[src/rtl/mem_arb_pkg.sv]
// Shared definitions for mem_rr_arbiter: FSM state encoding, default RAM
// widths and a one-hot to index helper used when recording the last grant.
package mem_arb_pkg;

  typedef enum logic [0:0] {
    ST_IDLE  = 1'b0,
    ST_GRANT = 1'b1
  } state_t;

  localparam int unsigned DEF_AW    = 8;
  localparam int unsigned DEF_DW    = 8;
  localparam int unsigned MAX_CORES = 8;

  // OR-reduction form: for a one-hot input this is the set bit's index, for
  // zero it is 0. No priority chain is built.
  function automatic logic [2:0] onehot_to_idx(input logic [MAX_CORES-1:0] oh);
    logic [2:0] idx;
    idx = '0;
    for (int i = 0; i < int'(MAX_CORES); i++) begin
      if (oh[i]) idx = idx | 3'(i);
    end
    return idx;
  endfunction

endpackage

[src/rtl/mem_rr_arbiter_if.sv]
// Bundle of the per-core request/grant bus and the single-port RAM port
// that mem_rr_arbiter sits between.
interface mem_rr_arbiter_if #(
  parameter int unsigned NCORES = 3,
  parameter int unsigned AW     = mem_arb_pkg::DEF_AW,
  parameter int unsigned DW     = mem_arb_pkg::DEF_DW
);
  import mem_arb_pkg::*;

  // Handshake: core i raises req[i] and holds it (with stable addr/wren/din
  // for the access it wants) until done. Every cycle in which req[i] and
  // gnt[i] are both high is exactly one RAM access; a read's data comes back
  // one cycle later as rvalid[i] with dq. Dropping req[i] ends the grant.
  logic [NCORES-1:0]    req;
  logic [NCORES-1:0]    wren;
  logic [NCORES*AW-1:0] addr;
  logic [NCORES*DW-1:0] din;
  logic [NCORES-1:0]    gnt;
  logic [NCORES-1:0]    rvalid;
  logic [DW-1:0]        dq;

  logic [AW-1:0]        ram_addr;
  logic [DW-1:0]        ram_din;
  logic                 ram_wren;
  logic [DW-1:0]        ram_q;

  state_t               dbg_state;

  modport master (
    output req, wren, addr, din, ram_q,
    input  gnt, rvalid, dq, ram_addr, ram_din, ram_wren, dbg_state
  );

  modport slave (
    input  req, wren, addr, din, ram_q,
    output gnt, rvalid, dq, ram_addr, ram_din, ram_wren, dbg_state
  );

endinterface

[src/rtl/mem_rr_arbiter_rr_pick.sv]
// Combinational round-robin picker: first requester found searching
// last+1, last+2, ... with wrap-around.
module rr_pick #(
  parameter int N  = 3,
  parameter int IW = $clog2(N)
) (
  input  logic [N-1:0]  req_i,
  input  logic [IW-1:0] last_i,
  output logic [N-1:0]  pick_o,
  output logic          valid_o
);

  logic [IW-1:0] idx;

  always_comb begin
    pick_o  = '0;
    valid_o = 1'b0;
    idx     = '0;
    // k runs to N so the previous winner is considered last.
    for (int k = 1; k <= N; k++) begin
      idx = IW'((int'(last_i) + k) % N);
      if (!valid_o && req_i[idx]) begin
        pick_o[idx] = 1'b1;
        valid_o     = 1'b1;
      end
    end
  end

endmodule

[src/rtl/mem_rr_arbiter.sv]
// Round-robin arbiter sharing one single-port synchronous RAM between
// NCORES cores. Define ARB_TIMEOUT_EN to bound a grant to MAX_HOLD accesses.
module mem_rr_arbiter
  import mem_arb_pkg::*;
#(
  parameter int unsigned NCORES   = 3,
  parameter int unsigned AW       = DEF_AW,
  parameter int unsigned DW       = DEF_DW
`ifdef ARB_TIMEOUT_EN
  , parameter int unsigned MAX_HOLD = 4
`endif
) (
  input  logic            clk,
  input  logic            rst,
  mem_rr_arbiter_if.slave bus
);

  localparam int IW = $clog2(NCORES);

  state_t            state_q;
  logic [NCORES-1:0] gnt_q;
  logic [NCORES-1:0] rvalid_q;
  logic [IW-1:0]     last_q;

  logic [NCORES-1:0] pick;
  logic              pick_valid;
  logic [IW-1:0]     pick_idx;
  logic              access;
  logic              sel_wren;

`ifdef ARB_TIMEOUT_EN
  localparam int HW = $clog2(MAX_HOLD + 1);
  localparam logic [HW-1:0] HOLD_LAST = HW'(MAX_HOLD - 1);

  logic [HW-1:0] hold_q;
  logic          others_waiting;

  assign others_waiting = (bus.req & ~gnt_q) != '0;
`endif

  rr_pick #(
    .N  (NCORES),
    .IW (IW)
  ) u_rr_pick (
    .req_i   (bus.req),
    .last_i  (last_q),
    .pick_o  (pick),
    .valid_o (pick_valid)
  );

  assign pick_idx = IW'(onehot_to_idx(MAX_CORES'(pick)));
  assign access   = (state_q == ST_GRANT) && ((bus.req & gnt_q) != '0);
  assign sel_wren = (bus.wren & gnt_q) != '0;

  // RAM port follows the granted core; the write strobe is also blocked in
  // the reset cycle so an access cut by reset never lands in the RAM.
  always_comb begin
    bus.ram_addr = '0;
    bus.ram_din  = '0;
    if (state_q == ST_GRANT) begin
      for (int i = 0; i < int'(NCORES); i++) begin
        if (gnt_q[i]) begin
          bus.ram_addr = bus.addr[i*AW +: AW];
          bus.ram_din  = bus.din[i*DW +: DW];
        end
      end
    end
    bus.ram_wren = access && sel_wren && !rst;
  end

  always_ff @(posedge clk) begin
    if (rst) begin
      state_q  <= ST_IDLE;
      gnt_q    <= '0;
      rvalid_q <= '0;
      last_q   <= IW'(NCORES - 1);
`ifdef ARB_TIMEOUT_EN
      hold_q   <= '0;
`endif
    end else begin
      // Read data comes back one cycle later, even if the grant drops meanwhile.
      rvalid_q <= (access && !sel_wren) ? gnt_q : '0;
      case (state_q)
        ST_IDLE: begin
          if (pick_valid) begin
            gnt_q   <= pick;
            last_q  <= pick_idx;
            state_q <= ST_GRANT;
`ifdef ARB_TIMEOUT_EN
            hold_q  <= '0;
`endif
          end
        end
        ST_GRANT: begin
          if (!access) begin
            gnt_q   <= '0;
            state_q <= ST_IDLE;
          end
`ifdef ARB_TIMEOUT_EN
          else if (hold_q == HOLD_LAST && others_waiting) begin
            gnt_q   <= '0;
            state_q <= ST_IDLE;
          end else if (hold_q != HOLD_LAST) begin
            hold_q  <= hold_q + HW'(1);
          end
`endif
        end
        default: begin
          gnt_q   <= '0;
          state_q <= ST_IDLE;
        end
      endcase
    end
  end

  assign bus.gnt       = gnt_q;
  assign bus.rvalid    = rvalid_q;
  assign bus.dq        = bus.ram_q;
  assign bus.dbg_state = state_q;

endmodule

[src/flat_wrapper.sv]
// flat-port wrapper written by rule: the top's interface ports become plain ports
module mem_rr_arbiter_flat import mem_arb_pkg::*;
#(
  parameter int unsigned NCORES   = 3,
  parameter int unsigned AW       = DEF_AW,
  parameter int unsigned DW       = DEF_DW

)
  (clk, rst, bus_req, bus_wren, bus_addr, bus_din, bus_ram_q, bus_gnt, bus_rvalid, bus_dq, bus_ram_addr, bus_ram_din, bus_ram_wren, bus_dbg_state);
  mem_rr_arbiter_if #(.NCORES(NCORES), .AW(AW), .DW(DW)) bus_i ();
  input  logic clk;
  input  logic rst;
  input wire logic [$bits(bus_i.req)-1:0] bus_req;
  input wire logic [$bits(bus_i.wren)-1:0] bus_wren;
  input wire logic [$bits(bus_i.addr)-1:0] bus_addr;
  input wire logic [$bits(bus_i.din)-1:0] bus_din;
  input wire logic [$bits(bus_i.ram_q)-1:0] bus_ram_q;
  output wire logic [$bits(bus_i.gnt)-1:0] bus_gnt;
  output wire logic [$bits(bus_i.rvalid)-1:0] bus_rvalid;
  output wire logic [$bits(bus_i.dq)-1:0] bus_dq;
  output wire logic [$bits(bus_i.ram_addr)-1:0] bus_ram_addr;
  output wire logic [$bits(bus_i.ram_din)-1:0] bus_ram_din;
  output wire logic [$bits(bus_i.ram_wren)-1:0] bus_ram_wren;
  output wire logic [$bits(bus_i.dbg_state)-1:0] bus_dbg_state;
  assign bus_i.req = bus_req;
  assign bus_i.wren = bus_wren;
  assign bus_i.addr = bus_addr;
  assign bus_i.din = bus_din;
  assign bus_i.ram_q = bus_ram_q;
  assign bus_gnt = bus_i.gnt;
  assign bus_rvalid = bus_i.rvalid;
  assign bus_dq = bus_i.dq;
  assign bus_ram_addr = bus_i.ram_addr;
  assign bus_ram_din = bus_i.ram_din;
  assign bus_ram_wren = bus_i.ram_wren;
  assign bus_dbg_state = bus_i.dbg_state;
  mem_rr_arbiter #(.NCORES(NCORES), .AW(AW), .DW(DW)) u_core (.clk(clk), .rst(rst), .bus(bus_i));
endmodule
[config.mk]
export PLATFORM = sky130hd
export DESIGN_NAME = mem_rr_arbiter_flat
export DESIGN_NICKNAME = d
export VERILOG_FILES = /design/src/rtl/mem_arb_pkg.sv /design/src/rtl/mem_rr_arbiter_if.sv /design/src/rtl/mem_rr_arbiter_rr_pick.sv /design/src/rtl/mem_rr_arbiter.sv /design/src/flat_wrapper.sv
export SDC_FILE = /design/constraint.sdc
export NUM_CORES = 1
export LEC_CHECK = 0
export CAP_MARGIN = 15
export CORE_MARGIN = 8
export CORE_UTILIZATION = 30
export CTS_BUF_LIST = sky130_fd_sc_hd__clkbuf_2
export DETAILED_ROUTE_END_ITERATION = 10
export PLACE_DENSITY_LB_ADDON = 0.08
export SETUP_SLACK_MARGIN = 0.15
export SYNTH_ARGS = -nofsm -noshare
export SYNTH_HDL_FRONTEND = slang
export SYNTH_SLANG_ARGS = --single-unit
[constraint.sdc]
create_clock -name clk -period 1.9 [get_ports clk]
set_clock_uncertainty 0.2 [all_clocks]
set_input_delay 0.57 -clock clk [delete_from_list [all_inputs] [get_ports clk]]
set_output_delay 0.57 -clock clk [all_outputs]
set_load 0.02 [all_outputs]
### After elaboration in Yosys (flattened, before gate mapping)

Index checks and enable logic that the tools add are counted.

| operators by class | value |
|---|---|
| add/sub/neg operators | 3 |
| div/mod/pow operators | 3 |
| order comparisons | 6 |
| eq/ne operators | 2 |
| muxes and demuxes | 34 |
| bitwise gates (word level) | 6 |
| reduce and logical (&&, ||, !) cells | 18 |

Operators with widths:

| kind | count |
|---|---|
| modulo 32 x 3 -> 32 bit (second input constant) | 3 |
| two-way mux 8 bit | 8 |
| two-way mux 3 bit | 5 |
| two-way mux 1 bit | 12 |
| logical AND 1 bit | 9 |
| less-than comparator 2 x 3 -> 1 bit (second input constant) | 3 |
| adder 2 x 2 -> 3 bit (second input constant) | 2 |
| bitwise AND 3 bit | 2 |
| binary-select mux 1 bit (select 2 bit) | 3 |
| demux 1 bit (select 2 bit) | 3 |
| >= comparator 2 x 1 -> 1 bit (second input constant) | 3 |
| bitwise OR 3 bit | 2 |
| one-hot mux 3 bit (2 select lines) | 1 |
| nonzero test 3 bit | 2 |
| logical NOT 1 bit | 4 |
| AND reduction 2 bit | 2 |
| adder 2 x 1 -> 3 bit (second input constant) | 1 |
| two-way mux 2 bit | 1 |
| inequality test 2 x 1 -> 1 bit (second input constant) | 1 |
| inequality test 2 bit (second input constant) | 1 |
| NOT 1 bit | 2 |
| one-hot mux 1 bit (2 select lines) | 1 |
| OR reduction 2 bit | 1 |

| storage, ports and cells | value |
|---|---|
| bits in registers | 9 |
| input bits | 64 |

### Longest topological paths before layout

| depth | value |
|---|---|
| depth in word-level cells | 13 |
| mapped depth | 8 |
| depth with buffers taken out | 7 |

### Modules after synthesis

From an unflattened synthesis, not the netlist that was laid out.

| second synthesis, totals | value |
|---|---|
| cell total of the unflattened synthesis | 141 |
| area total of the unflattened synthesis | 1,053.5 um^2 |

Modules (own cells, without submodules):

| module | instances | cells an instance | area each (um^2) |
|---|---|---|---|
| mem_rr_arbiter | 1 | 102 | 785.8 |
| rr_pick | 1 | 39 | 267.8 |

### Worst setup path after synthesis

Ideal clock, no wire load.

| timing path | value |
|---|---|
| path kind | reg2out |
| start point | reg u_core.gnt_q[1] (netlist: u_core.bus.gnt[1]) |
| end point | out bus_ram_addr[0] |
| arrival time | 1.519 ns |
| data required time | 1.130 ns |
| setup slack | -0.389 ns |
| stages on the path, launching flop included | 6 |
| path buffers | 2 |
| cells stage by stage | dfxtp_1 -> clkbuf_1 -> clkbuf_1 -> a22oi_1 -> o21ai_0 -> and2_1 |

| on the way | value |
|---|---|
| word-level cells in the longest chain between the ends | 3 |

Ends and longest elaborated chain:

| item | line | RTL |
|---|---|---|
| from (decl) | mem_rr_arbiter.sv:21 | `logic [NCORES-1:0] gnt_q;` |
| from (signal assigned) | mem_rr_arbiter.sv:86 | `gnt_q <= pick;` |
| two-way mux 8 bit (2 in series) | mem_rr_arbiter.sv:62 | `if (gnt_q[i]) begin` |
| two-way mux 8 bit | mem_rr_arbiter.sv:60 | `if (state_q == ST_GRANT) begin` |
| to (decl) | flat_wrapper.sv:21 | `output wire logic [$bits(bus_i.ram_addr)-1:0] bus_ram_addr;` |

No other way between the ends.

### Final worst setup path

| timing path | value |
|---|---|
| start point | in bus_req[0] |
| end point | out bus_ram_wren |

| on the way | value |
|---|---|
| word-level cells in the longest chain between the ends | 5 |

Ends and longest elaborated chain:

| item | line | RTL |
|---|---|---|
| from (decl) | flat_wrapper.sv:13 | `input wire logic [$bits(bus_i.req)-1:0] bus_req;` |
| bitwise AND 3 bit | mem_rr_arbiter.sv:52 | `assign access = (state_q == ST_GRANT) && ((bus.req & gnt_q) != '0);` |
| nonzero test 3 bit | mem_rr_arbiter.sv:52 |  |
| logical AND 1 bit | mem_rr_arbiter.sv:52 |  |
| logical AND 1 bit (2 in series) | mem_rr_arbiter.sv:68 | `bus.ram_wren = access && sel_wren && !rst;` |
| to (decl) | flat_wrapper.sv:23 | `output wire logic [$bits(bus_i.ram_wren)-1:0] bus_ram_wren;` |

No other way between the ends.

==> results_dict.tcl <==
set metrics [dict create \
    fillerInstances 339 \
    path_class "in -> out" \
    place.gp.congestion 0.808 \
    synth.area.top_cells "dfxtp_1, o21ai_0, a22oi_1" \
    crit_path_max_incr_delay_ns 0.28 \
    clk_pin_slew_ns 0.08 \
    utilization_pct 64.3 \
    period_share_pct 118 \
    overflow 0 \
    antenna_found_initial 0 \
    switching_share_pct 45.4 \
    p_per_area_nw_per_um2 1250 \
    vdd_drop_max_uv 616 \
    synth-seq-area-share_pct 16.1 \
    met1_usage_pct 16.6 \
    final_max_slew_viol_count 0 \
    coreArea_sq_um 3610 \
    clock_path_buffers 2 \
    dieArea_sq_um 5930 \
    num_vias 1486 \
    drt_iter0_drc 73 \
    cp_top_family "buffers and inverters" \
    fin_nets 315 \
    power_mw 2.90 \
    clkPwrFrac_pct 4.3 \
    wl_per_cell_microns 17.1 \
    holdWs_ns 0.341 \
    synthArstFlopShare_pct 0 \
    use_met3_pct 7.23 \
    ys.flop_type "dfxtp_1" \
    yosys_warnings 0 \
    synth_top_area_share_pct 16.1 \
    busiest_layer "met2" \
    failed_checks "negative setup slack" \
    cts-htree-levels 1 \
    cts_buffers 3 \
    num_antenna_cells 0 \
    totalWireLength_mm 5.01 \
    die_w_microns 77.0 \
    tightestPinTransition_ns 0.347 \
    syn_area_per_cell_sq_um 7.20 \
    synth-seq-cells 9 \
    num_io_pins 96 \
    grt_pass1_wl_mm 7.73 \
    cts_tree "done" \
    grtUsageTotal_pct 15.6 \
    tns_ns -5.16 \
    syn_inst 155 \
    synth_nets 223 \
    startpoint_type "input pin" \
    end_kind "output port" \
    dr.pass1.iters 4 \
    path_cells "buf_2, a222oi_1, buf_4, nand2b_4, nor3_4, buf_6" \
    grt_max_degree 19 \
    grt_pass1_vias 1594 \
    clk-insertion-delay-late_ns 0.25 \
    hold_class "reg -> reg" \
    required_ns 1.13 \
    syn-cell-area_sq_um 1120 \
    worstPathMaxFanout 4 \
    viasPerCell 5.05 \
    power.net_switching_mw 1.32 \
    yosys.cell_types.count 36 \
    synth.most_common_cell "o21ai_0" \
    synth_edf_count 0 \
    fin_ws_ns -0.343 \
    cp_num_buf_inv 3 \
    rows 22 \
    io_buffers 79 \
    area_delta_synth_final_pct 108 \
    cts_root_buf "clkbuf_2" \
    initial_core_util_pct 31.0 \
    maxCapViolCount 0 \
    clock.fmax_mhz 446 \
    drtAntennaViolNets 0 \
    rsz0062_at_grt "yes" \
    place_hpwl_mm 3.83 \
    fp.dieH_microns 77.0 \
    drive_gt1_share_pct 44.7 \
    fin_crit_ns 2.24 \
    drc_errors 0 \
    setup_viol 22 \
    postCtsHoldBufs 0 \
    hold_violations 0 \
    met2_usage_pct 28.0 \
    numClockSinks 9 \
    maxSlewHeadroom_pct 76.9 \
    cpMaxStageDelayCell "a222oi_1" \
    intPower_mw 1.59 \
    status "finished with violations" \
    yosys.area.top_type "dfxtp_1" \
    pwr-share-seq_pct 12.7 \
    leakagePower_nw 0.997 \
    p_comb_share_pct 83.1 \
    cp.arrival_ns 1.47 \
    synthTopCellsByCount "o21ai_0, nand2_1, and2_1" \
]
==> area by class of cell <==
cell class | count | area, sq um | share of cell area [%]
tap | 48 | 60.1 | 2.59
inverter | 4 | 17.5 | 0.756
sequential | 9 | 203 | 8.75
timing repair buffer | 108 | 988 | 42.7
multi-input combinational | 121 | 1030 | 44.4
clock buffer | 4 | 20.0 | 0.864
==> power by group through the flow <==
stage	Sequential (mW)	Clock, mW	Combinational, mW
2_1_floorplan	0.382	0	1.34
3_3_place_gp	0.400	0	1.88
3_5_place_dp	0.405	0	1.92
4_1_cts	0.364	0.130	2.21
5_1_grt	0.373	0.140	2.58
6_report	0.368	0.124	2.41
==> flip-flops by register name, summed over array words and instances (netlist names) <==
signal and cells:
u_core.bus.dbg_state 1, u_core.last_q 2, u_core.bus.gnt 3, u_core.bus.rvalid 3
==> what timing repair did <==
| action | in CTS | in global routing |
|---|---|---|
| gates cloned | 1 | 0 |
| buffers inserted | 6 | 5 |
| resized for setup | 191 | 15 |
| pin swaps | 41 | 34 |
| setup endpoints to repair | 33 | 29 |
==> placed cells by master, fill, tap and decap left out, types with 2 or more instances in the layout <==
master / synthesis / layout
and2_1: 19 / 3
mux2i_4: 0 / 2
buf_4: 8 / 27
ha_4: 0 / 3
a22oi_1: 16 / 10
buf_6: 2 / 22
nand2_1: 21 / 21
a21oi_1: 3 / 3
dfxtp_1: 9 / 3
nand3b_1: 4 / 4
o21ai_1: 0 / 18
nand2b_1: 3 / 2
and2_4: 1 / 17
dlygate4sd2_1: 0 / 38
o21ai_0: 24 / 5
a22oi_2: 0 / 6
buf_2: 2 / 3
a222oi_1: 2 / 2
inv_1: 4 / 2
dfxtp_4: 0 / 6
clkdlybuf4s50_1: 0 / 16
clkbuf_2: 0 / 4
==> metal layers <==
metal,vias up,share of wire [%]
li1,736,-
met1,671,40
met2,77,51
met3,2,9.6
met4,0,0.24
met5,-,0
==> logic make-up after synthesis <==
kind of cell               Yosys count  synth area share [%]
AOI/OAI and AO/OA                   57                  36.2
and+or+nand+nor                     57                  27.8
buffers and inverters               25                  12.7
DFF                                  9                  16.1
adders and majority gates            4                  4.48
muxes                                3                  2.69
==> metrics by stage <==
step           instances  setup slack, ns  cell area [sq um]
6_report             294           -0.343               2320
5_1_grt              294           -0.403               2320
4_1_cts              289           -0.328               2210
3_5_place_dp         278            -1.17               2120
3_3_place_gp         278            -1.17               2120
2_1_floorplan        155          -0.0482               1300
==> worst reg2reg max path, stage by stage, from the launching register on <==
cell and delay, ns:
dfxtp_4 0.40, inv_4 0.06, ha_4 0.33, nor2_4 0.05
o32ai_4 0.37, nor3_2 0.09, a2111o_1 0.33, a21oi_2 0.12
==> path summary, 6_finish.rpt <==
| path | slack, ns | start | depth (start not counted) | endpoint |
|---|---|---|---|---|
| max | -0.34 | bus_req[0] | 6 | bus_ram_wren |
| max reg2reg | -0.12 | u_core.last_q[0] | 7 | u_core.bus.gnt[2] |
| min reg2reg | 0.34 | u_core.bus.gnt[2] | 2 | u_core.bus.gnt[2] |
| min | 0.34 | u_core.bus.gnt[2] | 2 | u_core.bus.gnt[2] |
(Power assumes the default switching activity.)
